$ cat src/rtl/button_event_detector.sv
// Turns a debounced button level into edge pulses, short/long/double-click
// pulses and a running press count. One clock of latency on every output.
//
// state          | meaning
// ---------------+-------------------------------------------------------
// IDLE           | no gesture in progress
// PRESSED        | first click held, timing towards a long press
// LONG_HELD      | long press reported, waiting for release
// WAIT_SECOND    | first click released, double-click window open
// SECOND_PRESSED | second click held, a release now makes it a double

module button_event_detector #(
    parameter int LONG_PRESS_CYCLES    = 1000,
    parameter int DOUBLE_WINDOW_CYCLES = 500,
    parameter int COUNT_WIDTH          = 8
) (
    input  logic                   i_Clk,
    input  logic                   i_Rst_L,
    input  logic                   i_Debounced,
    output logic                   o_Press,
    output logic                   o_Release,
    output logic                   o_Short,
    output logic                   o_Long,
    output logic                   o_Double,
    output logic [COUNT_WIDTH-1:0] o_Count
);

    localparam int MAX_CYCLES  = (LONG_PRESS_CYCLES > DOUBLE_WINDOW_CYCLES) ?
                                 LONG_PRESS_CYCLES : DOUBLE_WINDOW_CYCLES;
    localparam int TIMER_WIDTH = $clog2(MAX_CYCLES);

    localparam logic [TIMER_WIDTH-1:0] LONG_LAST   = TIMER_WIDTH'(LONG_PRESS_CYCLES - 1);
    localparam logic [TIMER_WIDTH-1:0] WINDOW_LAST = TIMER_WIDTH'(DOUBLE_WINDOW_CYCLES - 1);

    localparam logic [2:0] ST_IDLE           = 3'd0;
    localparam logic [2:0] ST_PRESSED        = 3'd1;
    localparam logic [2:0] ST_LONG_HELD      = 3'd2;
    localparam logic [2:0] ST_WAIT_SECOND    = 3'd3;
    localparam logic [2:0] ST_SECOND_PRESSED = 3'd4;

    logic [2:0]             state;
    logic [2:0]             state_next;
    logic [TIMER_WIDTH-1:0] timer;
    logic                   r_prev;
    logic                   rise;
    logic                   fall;
    logic                   timer_run;
    logic                   short_next;
    logic                   long_next;
    logic                   double_next;

    assign rise = i_Debounced & ~r_prev;
    assign fall = ~i_Debounced & r_prev;

    assign timer_run = (state == ST_PRESSED) ||
                       (state == ST_WAIT_SECOND) ||
                       (state == ST_SECOND_PRESSED);

    // Edges are checked before timer thresholds so a coincident edge wins.
    always_comb begin
        state_next  = state;
        short_next  = 1'b0;
        long_next   = 1'b0;
        double_next = 1'b0;
        case (state)
            ST_IDLE: begin
                if (rise) begin
                    state_next = ST_PRESSED;
                end
            end
            ST_PRESSED: begin
                if (fall) begin
                    state_next = ST_WAIT_SECOND;
                end else if (timer == LONG_LAST) begin
                    long_next  = 1'b1;
                    state_next = ST_LONG_HELD;
                end
            end
            ST_LONG_HELD: begin
                if (fall) begin
                    state_next = ST_IDLE;
                end
            end
            ST_WAIT_SECOND: begin
                if (rise) begin
                    state_next = ST_SECOND_PRESSED;
                end else if (timer == WINDOW_LAST) begin
                    short_next = 1'b1;
                    state_next = ST_IDLE;
                end
            end
            ST_SECOND_PRESSED: begin
                if (fall) begin
                    double_next = 1'b1;
                    state_next  = ST_IDLE;
                end else if (timer == LONG_LAST) begin
                    // the first click is settled as short, the held second one as long
                    short_next = 1'b1;
                    long_next  = 1'b1;
                    state_next = ST_LONG_HELD;
                end
            end
            default: begin
                state_next = ST_IDLE;
            end
        endcase
    end

    always_ff @(posedge i_Clk or negedge i_Rst_L) begin
        if (!i_Rst_L) begin
            state  <= ST_IDLE;
            timer  <= '0;
            r_prev <= 1'b0;
        end else begin
            state  <= state_next;
            r_prev <= i_Debounced;
            if (state_next != state) begin
                timer <= '0;
            end else if (timer_run) begin
                timer <= timer + TIMER_WIDTH'(1);
            end
        end
    end

    always_ff @(posedge i_Clk or negedge i_Rst_L) begin
        if (!i_Rst_L) begin
            o_Press   <= 1'b0;
            o_Release <= 1'b0;
            o_Short   <= 1'b0;
            o_Long    <= 1'b0;
            o_Double  <= 1'b0;
            o_Count   <= '0;
        end else begin
            o_Press   <= rise;
            o_Release <= fall;
            o_Short   <= short_next;
            o_Long    <= long_next;
            o_Double  <= double_next;
            if (rise) begin
                o_Count <= o_Count + COUNT_WIDTH'(1);
            end
        end
    end

endmodule

$ cat config.mk
export PLATFORM = sky130hd
export DESIGN_NAME = button_event_detector
export DESIGN_NICKNAME = d
export VERILOG_FILES = /design/src/rtl/button_event_detector.sv
export SDC_FILE = /design/constraint.sdc
export NUM_CORES = 1
export LEC_CHECK = 0
export CAP_MARGIN = 20
export CORE_ASPECT_RATIO = 1.5
export CORE_UTILIZATION = 45
export DETAILED_ROUTE_END_ITERATION = 7
export GPL_TIMING_DRIVEN = 0
export PLACE_DENSITY = 0.68
export SKIP_LAST_GASP = 1
export SYNTH_ARGS = -nofsm -noshare
export SYNTH_HDL_FRONTEND = slang
export SYNTH_SLANG_ARGS = --single-unit
$ cat constraint.sdc
create_clock -name i_Clk -period 4.4 [get_ports i_Clk]
set_input_delay 1.1 -clock i_Clk [delete_from_list [all_inputs] [get_ports i_Clk]]
set_output_delay 1.1 -clock i_Clk [all_outputs]
set_load 0.05 [all_outputs]
# Word level (Yosys, flattened, before mapping)

Cells that the tools add are included.

$add $sub $neg: 2
Bitwise gates (word level): 4
Reductions and logical operators: 5
Muxes and demuxes: 18
Eq/ne operators: 7

Operators by type and width:

| kind                    | number |
|---|---|
| $mux W3                 | 7 |
| $mux W10                | 2 |
| $pmux W3 S5             | 1 |
| $add A10 B1 Y10 const B | 1 |
| $eq A10 B10 Y1 const B  | 1 |
| $eq A10 B9 Y1 const B   | 1 |
| $add A8 B1 Y8 const B   | 1 |
| $mux W1                 | 7 |
| $eq A3 B2 Y1 const B    | 2 |
| $eq A3 B1 Y1 const B    | 1 |
| $eq A3 B3 Y1 const B    | 1 |
| $logic_not A3 Y1        | 1 |
| $ne A3 B3 Y1            | 1 |
| $and A1 B1 Y1           | 2 |
| $logic_or A1 B1 Y1      | 2 |
| $not A1 Y1              | 2 |
| $pmux W1 S2             | 1 |
| $reduce_bool A2 Y1      | 1 |
| $reduce_or A2 Y1        | 1 |

Output and inout port bits: 13
Input port bits: 3
Register bits after elaboration: 27
Word-level logic and storage cells: 45

# Longest topological paths before layout

Depth in word-level cells: 6
Depth in mapped cells: 6
Depth with buffers taken out: 5

# Least setup slack after synthesis

OpenSTA, ideal clock, no wires.

Kind: input to register
Start point: in i_Debounced
End point: reg timer[0]
Path buffers: 2
Setup slack: 2.207 ns
Arrival: 2.055 ns
Library setup time: 0.137 ns
Stages on the path: 6
Required time: 4.263 ns
Path through: nor2b_1 > clkbuf_1 > o31a_1 > o31a_1 > clkbuf_1 > nor3_1

Longest elaborated chain between the ends: 6
Elaborated cells on any way between the ends: 12
Those cells by class: eq/ne: 1; mux: 7; bitwise: 3; reduce/logical: 1

Ends and longest elaborated chain:

| item                                           | line       | source |
|---|---|---|
| from (decl)                                    | 19         | `input logic i_Debounced,` |
| $not A1 Y1 *                                   | 53         | `assign fall = ~i_Debounced & r_prev;` |
| $and A1 B1 Y1 *                                | 53         |  |
| named net fall                                 | 46         | `logic fall;` |
| $mux W3 (on tied branches)                     | 93, 72, 80 |  |
| $pmux W3 S5 *                                  | 65         | `case (state)` |
| $ne A3 B3 Y1 *                                 | 117        | `if (state_next != state) begin` |
| $mux W10 or $reduce_bool A2 Y1 (tied branches) | -          |  |
| to (signal assigned)                           | 120        | `timer <= timer + TIMER_WIDTH'(1);` |
| to (decl)                                      | 43         | `logic [TIMER_WIDTH-1:0] timer;` |

Mark *: on every way through the listed nets, which the timed path passes. The rest lies on a longest branch.
A chain may end at the register's enable or synchronous reset.

# Worst setup path in the final report

Start point: in i_Debounced
End point: reg timer[1]

Same word-level chain as after synthesis.

==> impl_results.md <==
- Mapped Cells: 133
- Slew Viols, Final: 0
- Routability Congestion: 0.825
- Outcome: finished clean
- First-pass GRT wire length: 4.97 mm
- Worst skew pair latency: 0.27 ns
- Final net count: 159
- Synth Flop Type: dfrtp_1
- Sequential share of the synthesized area: 48.1%
- RSZ-0062 raised after global routing: false
- Residual DRC count: 0
- Drt pass-1 iters: 4
- Worst R2R Start: timer[0]$_DFFE_PN0P_
- Dpl ws: 1.40 ns
- Die Height: 70.4 microns
- Worst VDD drop: 0.288 mV
- Die area: 3350 sq um
- Total number of H-tree levels: 1
- Syn avg cell area: 10.6 sq um
- Final setup TNS: 0 ns
- Worst Reg-to-Reg Cells: 5
- Number of global-route vias before repair: 1,076
- Grt ovf: 0
- Critical path type: in2reg
- FILL cells: 281
- # resized after CTS: 0
- Lkg Pwr: 0.674 nW
- Fin crit period: 2.68 ns
- Root Buffer: clkbuf_8
- Critical path startpoint: i_Debounced
- Routed wire length: 2.73 mm
- Slew margin rel.: 55.7%
- Hold EP: o_Count[7]$_DFFE_PN0P_
- HP Start: o_Count[7]$_DFFE_PN0P_
- Worst EP arrival: 2.83 ns
- Tcrit/Tclk final: 61.0%
- Post-synth EDFFs: 0
- Number of vias per cell: 5.48
- DR vias: 1,053
- Number of diodes: 0
- CP Capture Type: flip-flop
- Cell variety after synth: 39
- Max Cap Viol: 0
- #FFs+latches synth: 27
- Largest net degree at the start of global routing: 17
- Commonest cells after routing, fill and taps aside: dfrtp_1 (27), clkdlybuf4s50_1 (15), nor3_1 (13)
- DRT antenna net count: 0
- Tightest Pin Transition: 0.662 ns
- Worst hold path stage count: 1
- Violation count after the first detailed-route iteration: 21
- Final setup viols: 0
- Post-DP HPWL: 2.10 mm
- CTS tree: done
- All-Layer GR Usage: 20.0%
- Net Count, Synth: 138
- WP data required: 4.54 ns
- Reg2reg setup slack: 2.45 ns
- # rows: 24
- Sink Count: 27
- Hold Path Class: reg2reg
- Crit path max fanout: 10
- Share of cells above drive strength 1: 9.15%
- Clock skew: 0.00675 ns
- Synthesized area: 1400 sq um
- Critical Path Start Type: input port
- Initial antenna violation count: 0
- Initial Util: 47.7%
- Reg2reg end: timer[5]$_DFFE_PN0P_
- # Post-CTS Setup Buffers: 0
- Final worst slack: 1.72 ns
- P per Cell Area: 538 nW/um^2
- Core area: 2940 sq um
- Post-synth ARST share: 100%
- Maximum clock path buffer count: 2
- WL/cell: 14.2 microns
- I/O pin count: 16
- CTS clk-pin slew, worst paths: 0.09 ns
- Die Wd: 47.6 microns
- Num CTS Buffers: 3
- Final Hold Vio Count: 0
- Maximum clock rate: 373 MHz
- Synthesis-to-finish area growth: 19.4%
- I/O Buffers: 15
- Most common cell after layout, fill and taps aside: dfrtp_1
- YS warnings: 0
- Hold Buf Count CTS: 0
[power breakdown]
group          switching, mW  internal (mW)  total, mW
Combinational          0.261          0.147      0.408
Clock                 0.0761         0.0634      0.139
Sequential            0.0562          0.299      0.355
Total                  0.393          0.509      0.902
[cell usage after synthesis (2+ instances only)]
master	count	area share (%)
nor4_1	2	0.89
xor2_1	5	3.1
a211oi_1	3	1.6
nor3_2	2	1.4
a2111oi_2	2	2.1
o21ai_0	4	1.4
dfrtp_1	27	48
nand2_1	8	2.1
xnor2_1	12	7.5
a21oi_1	3	1.1
or3_1	2	0.89
and3_1	2	0.89
and2_1	2	0.89
nor2_1	5	1.3
nand4_1	5	2.2
o31a_1	2	1.2
ha_1	2	1.8
inv_1	2	0.53
nor2b_1	4	1.8
o21ai_1	2	0.71
nand3_1	2	0.71
clkbuf_1	5	1.3
nor3_1	13	4.6
buf_2	2	0.71
[logic make-up (layout without fill, tap and decap cells)]
kind of cell	Yosys count	count (layout)	share of synthesized area (%)
multiplexers	2	2	1.52
flip-flops	27	27	48.1
AO/OA/AOI/OAI	23	23	13.7
buffers and inverters	10	30	3.39
XOR/XNOR	17	17	10.6
adder cells (fa/ha/maj)	2	2	1.78
AND/OR/NAND/NOR	52	52	20.9
[metal layers]
| layer | global-route usage [%] | share of wire, % | vias up |
|---|---|---|---|
| li1 | - | - | 524 |
| met1 | 25.5 | 42 | 506 |
| met2 | 34.6 | 55 | 21 |
| met3 | 2.58 | 2.8 | 2 |
| met4 | 4.01 | 0.55 | 0 |
| met5 | 0 | 0 | - |
[per-stage QoR]
step / area [sq um] / util [%] / instances / hold slack, ns / power, mW
6_report: 1680 / 57.0 / 192 / 0.477 / 0.902
5_1_grt: 1680 / 57.0 / 192 / 0.491 / 0.969
4_1_cts: 1680 / 57.0 / 192 / 0.480 / 0.911
3_5_place_dp: 1630 / 55.4 / 188 / 0.465 / 0.771
3_3_place_gp: 1600 / 54.5 / 187 / 0.463 / 0.751
2_1_floorplan: 1400 / - / 133 / 0.451 / 0.647
[registers in the layout (all words and copies together), names as in the netlist]
name / cells
o_Count: 8
o_Double: 1
o_Long: 1
o_Press: 1
o_Release: 1
o_Short: 1
r_prev: 1
state: 3
timer: 10
[critical path: stages]
cell             delay [ns]
clkdlybuf4s50_1        0.45
nor2b_1                0.12
clkbuf_1               0.28
o31a_1                 0.18
o31a_1                 0.17
clkbuf_1               0.40
nor3_1                 0.12
[layout make-up]
type / count / area (sq um) / area share [%]
Clock inverter: 1 / 5.00 / 0.299
Clock buffer: 3 / 41.3 / 2.46
Sequential cell: 27 / 676 / 40.3
Multi-Input combinational cell: 96 / 681 / 40.6
Timing Repair Buffer: 16 / 178 / 10.6
Tap cell: 39 / 48.8 / 2.91
Inverter: 2 / 7.51 / 0.448
Buffer: 8 / 40.0 / 2.39
[how the worst max path moves through the flow]
stage | cells past startpoint | end | slack, ns
6_report | 7 | timer[1]$_DFFE_PN0P_ | 1.72
5_1_grt | 7 | timer[6]$_DFFE_PN0P_ | 1.53
3_5_place_dp | 7 | timer[1]$_DFFE_PN0P_ | 1.40
4_1_cts | 7 | timer[1]$_DFFE_PN0P_ | 1.69
3_3_place_gp | 7 | timer[2]$_DFFE_PN0P_ | 1.43
2_1_floorplan | 6 | timer[0]$_DFFE_PN0P_ | 2.21
(Power assumes the default switching activity.)
